==> config.mk <==
export PLATFORM = sky130hd
export DESIGN_NAME = ps2_key_decoder
export DESIGN_NICKNAME = d
export VERILOG_FILES = /design/src/rtl/ps2_key_decoder.sv
export SDC_FILE = /design/constraint.sdc
export NUM_CORES = 1
export LEC_CHECK = 0
export CAP_MARGIN = 20
export CORE_ASPECT_RATIO = 0.8
export CORE_MARGIN = 2
export CORE_UTILIZATION = 55
export CTS_CLUSTER_DIAMETER = 30
export DETAILED_ROUTE_END_ITERATION = 10
export PLACE_DENSITY = 0.78
export SKIP_CTS_REPAIR_TIMING = 1
export SYNTH_ARGS = -nofsm -noshare
export SYNTH_HDL_FRONTEND = slang
export SYNTH_SLANG_ARGS = --single-unit
==> constraint.sdc <==
create_clock -name clk -period 2.72 [get_ports clk]
set_clock_uncertainty 0.2 [all_clocks]
set_input_delay 0.272 -clock clk [delete_from_list [all_inputs] [get_ports clk]]
set_output_delay 0.272 -clock clk [all_outputs]
set_load 0.01 [all_outputs]
==> src/rtl/ps2_key_decoder.sv <==
// PS/2 set-2 scan-code decoder: pops bytes from the ps2_keyboard FIFO, folds
// E0/F0 prefixes into one event per key, and tracks held key, shift and press count.
module ps2_key_decoder #(
    parameter int CNT_W         = 8,
    parameter bit REPEAT_FILTER = 1'b1,
    parameter bit SHIFT_EN      = 1'b1
) (
    input  logic             clk,
    input  logic             rst,
    input  logic [7:0]       ps2_data,
    input  logic             ps2_ready,
    input  logic             ps2_overflow,
    output logic             ps2_nextdata_n,
    input  logic             cnt_clr,
    output logic             key_valid,
    output logic [7:0]       key_code,
    output logic             key_ext,
    output logic             key_break,
    output logic             key_repeat,
    output logic [7:0]       key_ascii,
    output logic             held,
    output logic [8:0]       held_code,
    output logic [CNT_W-1:0] press_cnt,
    output logic             ovf_sticky
);

    typedef enum logic [1:0] {
        IDLE   = 2'd0,
        POP    = 2'd1,
        DECODE = 2'd2
    } state_t;

    state_t     state;
    state_t     next_state;
    logic [7:0] byte_q;
    logic       ext_pend;
    logic       brk_pend;
    logic       shift_l;
    logic       shift_r;

    logic       decoding;
    logic       is_ext_prefix;
    logic       is_brk_prefix;
    logic       is_dropped;
    logic       ev_fire;
    logic [8:0] ev_id;
    logic       ev_repeat;
    logic       ev_new_make;
    logic       upper;
    logic [7:0] ev_ascii;

    // Lower-case ASCII for set-2 letter codes, 0x00 when the code is not a letter.
    function automatic logic [7:0] letter_ascii(input logic [7:0] code);
        logic [7:0] a;
        a = 8'h00;
        case (code)
            8'h1C: a = 8'h61;
            8'h32: a = 8'h62;
            8'h21: a = 8'h63;
            8'h23: a = 8'h64;
            8'h24: a = 8'h65;
            8'h2B: a = 8'h66;
            8'h34: a = 8'h67;
            8'h33: a = 8'h68;
            8'h43: a = 8'h69;
            8'h3B: a = 8'h6A;
            8'h42: a = 8'h6B;
            8'h4B: a = 8'h6C;
            8'h3A: a = 8'h6D;
            8'h31: a = 8'h6E;
            8'h44: a = 8'h6F;
            8'h4D: a = 8'h70;
            8'h15: a = 8'h71;
            8'h2D: a = 8'h72;
            8'h1B: a = 8'h73;
            8'h2C: a = 8'h74;
            8'h3C: a = 8'h75;
            8'h2A: a = 8'h76;
            8'h1D: a = 8'h77;
            8'h22: a = 8'h78;
            8'h35: a = 8'h79;
            8'h1A: a = 8'h7A;
            default: a = 8'h00;
        endcase
        return a;
    endfunction

    // Digits, space, enter and backspace; shift never alters these.
    function automatic logic [7:0] other_ascii(input logic [7:0] code);
        logic [7:0] a;
        a = 8'h00;
        case (code)
            8'h45: a = 8'h30;
            8'h16: a = 8'h31;
            8'h1E: a = 8'h32;
            8'h26: a = 8'h33;
            8'h25: a = 8'h34;
            8'h2E: a = 8'h35;
            8'h36: a = 8'h36;
            8'h3D: a = 8'h37;
            8'h3E: a = 8'h38;
            8'h46: a = 8'h39;
            8'h29: a = 8'h20;
            8'h5A: a = 8'h0D;
            8'h66: a = 8'h08;
            default: a = 8'h00;
        endcase
        return a;
    endfunction

    // State register.
    always_ff @(posedge clk) begin
        if (rst) begin
            state <= IDLE;
        end else begin
            state <= next_state;
        end
    end

    // Each byte walks IDLE -> POP -> DECODE; IDLE always lasts at least one cycle.
    always_comb begin
        next_state = state;
        case (state)
            IDLE:    if (ps2_ready) next_state = POP;
            POP:     next_state = DECODE;
            DECODE:  next_state = IDLE;
            default: next_state = IDLE;
        endcase
    end

    // The pop strobe is registered off next_state so it is low exactly during POP.
    always_ff @(posedge clk) begin
        if (rst) begin
            ps2_nextdata_n <= 1'b1;
            byte_q         <= 8'h00;
        end else begin
            ps2_nextdata_n <= (next_state != POP);
            if (state == POP) begin
                byte_q <= ps2_data;
            end
        end
    end

    always_comb begin
        decoding      = (state == DECODE);
        is_ext_prefix = (byte_q == 8'hE0);
        is_brk_prefix = (byte_q == 8'hF0);
        is_dropped    = (byte_q == 8'h00) || (byte_q == 8'hFF) || (byte_q == 8'hFA) ||
                        (byte_q == 8'hAA) || (byte_q == 8'hEE);
        ev_fire       = decoding && !is_ext_prefix && !is_brk_prefix && !is_dropped;
        ev_id         = {ext_pend, byte_q};
        ev_repeat     = REPEAT_FILTER && !brk_pend && held && (held_code == ev_id);
        ev_new_make   = ev_fire && !brk_pend && !ev_repeat;
        upper         = SHIFT_EN && (shift_l || shift_r);
        ev_ascii      = 8'h00;
        if (!ext_pend) begin
            if (letter_ascii(byte_q) != 8'h00) begin
                ev_ascii = upper ? (letter_ascii(byte_q) - 8'h20) : letter_ascii(byte_q);
            end else begin
                ev_ascii = other_ascii(byte_q);
            end
        end
    end

    // Prefix flags accumulate across bytes; any non-prefix byte consumes them.
    always_ff @(posedge clk) begin
        if (rst) begin
            ext_pend <= 1'b0;
            brk_pend <= 1'b0;
        end else if (decoding) begin
            if (is_ext_prefix) begin
                ext_pend <= 1'b1;
            end else if (is_brk_prefix) begin
                brk_pend <= 1'b1;
            end else begin
                ext_pend <= 1'b0;
                brk_pend <= 1'b0;
            end
        end
    end

    // Shift bits follow make/break of the non-extended L/R shift codes.
    always_ff @(posedge clk) begin
        if (rst) begin
            shift_l <= 1'b0;
            shift_r <= 1'b0;
        end else if (SHIFT_EN && ev_fire && !ext_pend) begin
            if (byte_q == 8'h12) shift_l <= !brk_pend;
            if (byte_q == 8'h59) shift_r <= !brk_pend;
        end
    end

    // Event fields are latched together and persist until the next event.
    always_ff @(posedge clk) begin
        if (rst) begin
            key_valid  <= 1'b0;
            key_code   <= 8'h00;
            key_ext    <= 1'b0;
            key_break  <= 1'b0;
            key_repeat <= 1'b0;
            key_ascii  <= 8'h00;
        end else begin
            key_valid <= ev_fire;
            if (ev_fire) begin
                key_code   <= byte_q;
                key_ext    <= ext_pend;
                key_break  <= brk_pend;
                key_repeat <= ev_repeat;
                key_ascii  <= ev_ascii;
            end
        end
    end

    // A break only releases the key that is actually held; held_code is kept.
    always_ff @(posedge clk) begin
        if (rst) begin
            held      <= 1'b0;
            held_code <= 9'h000;
        end else if (ev_fire) begin
            if (ev_new_make) begin
                held      <= 1'b1;
                held_code <= ev_id;
            end else if (brk_pend && (ev_id == held_code)) begin
                held <= 1'b0;
            end
        end
    end

    always_ff @(posedge clk) begin
        if (rst) begin
            press_cnt <= '0;
        end else if (cnt_clr) begin
            press_cnt <= '0;
        end else if (ev_new_make) begin
            press_cnt <= press_cnt + CNT_W'(1);
        end
    end

    // A fresh overflow takes priority over a simultaneous clear.
    always_ff @(posedge clk) begin
        if (rst) begin
            ovf_sticky <= 1'b0;
        end else if (ps2_overflow) begin
            ovf_sticky <= 1'b1;
        end else if (cnt_clr) begin
            ovf_sticky <= 1'b0;
        end
    end

endmodule

# After elaboration in Yosys (flattened, before gate mapping)
# Memory sizes are Yosys's and may differ from the RTL's. A register that Yosys moved wholly into a read port is not among the register bits.
# Cells that the tools add are included.
# totals
ff_bits	54
word_cells	107
out_inout_bits	40
in_bits	13
romBits	2688
mem_count	3
# mem_list
name	words	word_bits	read_ports	rd_ports_with_merged_regs	wr	line_no	source
(name not given)	128	7	1	1	0	56	case (code)
(name not given)	128	7	1	1	0	56	
(name not given)	128	7	1	1	0	56	
# classes
bitwise_logic	1
n_addsub	2
reduce_logical	32
n_mux	25
n_eq_ne	27
# op_table
cell	n
one-hot mux 6 bit (13 select lines)	1
2-to-1 mux 8 bit	9
== test 8 x 6 -> 1 bit, second input constant	7
== test 8 bit, second input constant	6
2-to-1 mux 7 bit	6
== test 8 x 7 -> 1 bit, second input constant	5
== test 8 x 5 -> 1 bit, second input constant	3
== test 9 bit	2
AND reduction 2 bit	6
logical AND 1 bit	9
adder 8 x 1 -> 8 bit, second input constant	1
logical NOT 8 bit	1
nonzero test 8 bit	1
subtractor 8 x 6 -> 8 bit, second input constant	1
2-to-1 mux 1 bit	7
logical NOT 1 bit	6
logical OR 1 bit	5
one-hot mux 2 bit (2 select lines)	1
nonzero test 2 bit	2
== test 2 x 1 -> 1 bit, second input constant	1
== test 2 bit, second input constant	1
logical NOT 2 bit	1
2-to-1 mux 2 bit	1
inequality test 2 x 1 -> 1 bit, second input constant	1
other kinds (3)	3

# Longest topological paths before layout
# logic_depth
ltp_word	11
depth_mapped	11
depth_no_buf	10

# Least setup slack after synthesis
# OpenSTA, ideal clock, no wires.
# synth_path
kind	register to register
from	reg state[0]
to	reg (tool-made name)
setup_ns	0.122
required_time_ns	2.398
path_slack_ns	0.236
arrival_ns	2.162
stages_incl_launch_ff	10
path_buffers	1
synth_period_minus_slack_ns	2.484
cell_sequence	dfxtp_1 > nand2b_2 > buf_6 > a31oi_1 > inv_1 > ha_1 > and3_4 > o21ai_1 > a311oi_1 > a311o_1
# synth_lines
item	line_no	source
from (decl)	33	state_t state;
from (signal assigned)	116	state <= next_state;

==> results.ini <==
[outcome]
status=completed

[critical_path]
worstSetupEndpointType=register
path_max_fanout=6
path_class=register to register
cp.arrival_ps=2540
required_ps=2780
startpoint_type=register

[pwr]
power_density_mw_per_mm2=448
ir_drop_v=0.000325
power_mw=2.04
p_leak_nw=1.82

[placement]
dp.cells=568
place_ws_ps=-51.7
dp_hpwl_mm=7.04
gp_congestion=0.882
post_dp_cell_area_mm2=0.00435
io_buffer_count=52

[die]
io_pins=53
fp.dieW_um=93.9
dieArea_mm2=0.00713
die_height_um=75.9
start_util_pct=56.3
core_area_mm2=0.00631
num_rows=26

[grt]
grt_usage_pct=27.5
grt_pass1_vias=3180
grt_max_degree=39
gr-total-overflow=0
antenna_found_initial=0
grt_pass1_wl_mm=15.6

[sta]
rsz0062_at_grt=no
timing.fmax_ghz=0.402
hold_violations=0
tightest_slew_ps=558
min_period_ps=2490
maxSlewHeadroom_pct=62.8
setup_tns_ps=0
setup_ws_ps=233
slew_violations=0
final.period_utilization_pct=91.4
holdWs_ps=252
setup_violations=0

[cells_and_area]
seqCellArea_mm2=0.00120
n_antenna_cell=0
fin_area_mm2=0.00455
drive_gt1_share_pct=18.0
fin_cells=584
fillCellCount=498
final_nets=518
syn2layout_area_growth_pct=28.0
fin_util_pct=72.1
multiInputGateArea_mm2=0.00211

[clocking]
cts.sinks=60
clockRootBuffer=clkbuf_8
cts_tree=done
cts_made_buffers=9
cts_max_level=3
clkLatencyLatePin_ps=350
ctsLongestPathBuffers=2
clk_pin_slew_worst_paths_ps=70

[min_path]
hold_class=register to register

[run]
maxCapViolations=0

[detailed_routing]
routedWlPerCell_um=16.2
drc=0
via_per_inst=5.90
routed_wl_mm=9.46
ant_nets=0
dr.pass1.iters=6
drtIter0Drc=240
vias=3446

[synth]
syn_area_mm2=0.00355
seq_area_frac_synth_pct=33.8
yosys_warnings=0
ys_seq_elements=60
syn_inst=422
synth_ff_type=dfxtp_1
syn_nets=445
ys_async_sr_fraction_pct=0
ys_types=71
syn_area_per_cell_um2=8.42
synth_edf_count=0

==> cell families after synthesis <==
logic type      share of synthesized area [%]
flops                                    33.8
buf+inv                                  6.97
fa+ha+maj                                3.52
mux                                      8.80
compound gates                           18.4
simple gates                             25.1
xor+xnor                                 3.45
==> flip-flops by register name, indices dropped and copies added, names as in the netlist, 2 cells and up, named ones only <==
| name | flops |
|---|---|
| key_code | 8 |
| held_code | 9 |
| state | 2 |
| key_ascii | 8 |
| press_cnt | 8 |
| byte_q | 8 |
==> Yosys cell counts (all sizes together) (2+ instances only) <==
cell type	n	area, um2
nand4	8	50.1
a22oi	3	22.5
o31ai	2	15.0
and3	5	36.3
nor3	13	80.1
or3	3	23.8
inv	17	63.8
and4bb	6	75.1
clkinv	2	7.51
nor4	6	37.5
nand3	14	70.1
nor3b	5	37.5
xor2	9	78.8
xnor2	5	43.8
a41oi	2	17.5
nor2	46	173
or2	4	25.0
a31oi	7	73.8
nand2b	4	30.0
o21a	2	15.0
ha	10	125
o211ai	6	50.1
a21oi	26	130
buf	23	134
and4	2	17.5
mux2i	29	290
dfxtp	60	1200
mux2	2	22.5
a32oi	2	17.5
nand2	33	124
a31o	7	70.1
a211oi	4	35.0
nor4b	3	26.3
nor2b	5	38.8
clkbuf	11	42.5
a311oi	3	26.3
and3b	2	17.5
o21ai	16	80.1
==> path summary, 6_finish.rpt <==
kind	start	to	slack (ps)	cells past startpoint
setup / recovery	state[1]$_SDFF_PP0_	register	230	8
hold / removal	key_ascii[7]$_SDFFE_PP0P_	key_ascii[7]$_SDFFE_PP0P_	250	2
hold reg to reg	key_ascii[7]$_SDFFE_PP0P_	key_ascii[7]$_SDFFE_PP0P_	250	2
setup reg to reg	state[1]$_SDFF_PP0_	register	230	8
==> critical path: stages, from the launching register on <==
cell      delay, ps
dfxtp_1         460
and4bb_2        270
a31oi_1         270
buf_4           200
ha_1            270
buf_4           180
nand2_1          90
a41o_1          240
o21ai_0         220
==> layout make-up <==
class	instances	share of cell area, %
sequential	60	26.4
clock inverter	4	1.04
timing repair buffer	96	19.0
multi-input combinational	309	46.3
clock buffer	12	3.41
inverter	19	1.57
tap	84	2.31
==> routing by layer <==
metal,GRT usage (%),vias to the layer above,share of wire [%]
met5,0,-,0
met4,7.68,0,1.6
met3,7.55,17,7.7
met2,41.9,152,45
met1,38.2,1616,46
li1,-,1661,-
==> cells in the final DEF, fill, tap and decap left out, types with 11 or more instances in the layout <==
cell type        count
clkdlybuf4s50_1     52
mux2i_1             29
clkbuf_8            11
o21ai_0             15
nand3_1             14
inv_1               15
dfxtp_1             59
buf_4               43
nand2_1             33
nor2_1              46
a21oi_1             26
==> power breakdown <==
part / internal [mW] / switching [mW]
combinational: 0.132 / 0.167
sequential: 0.896 / 0.0225
clock: 0.470 / 0.351
Note: power is estimated with default switching activity, not from simulation.
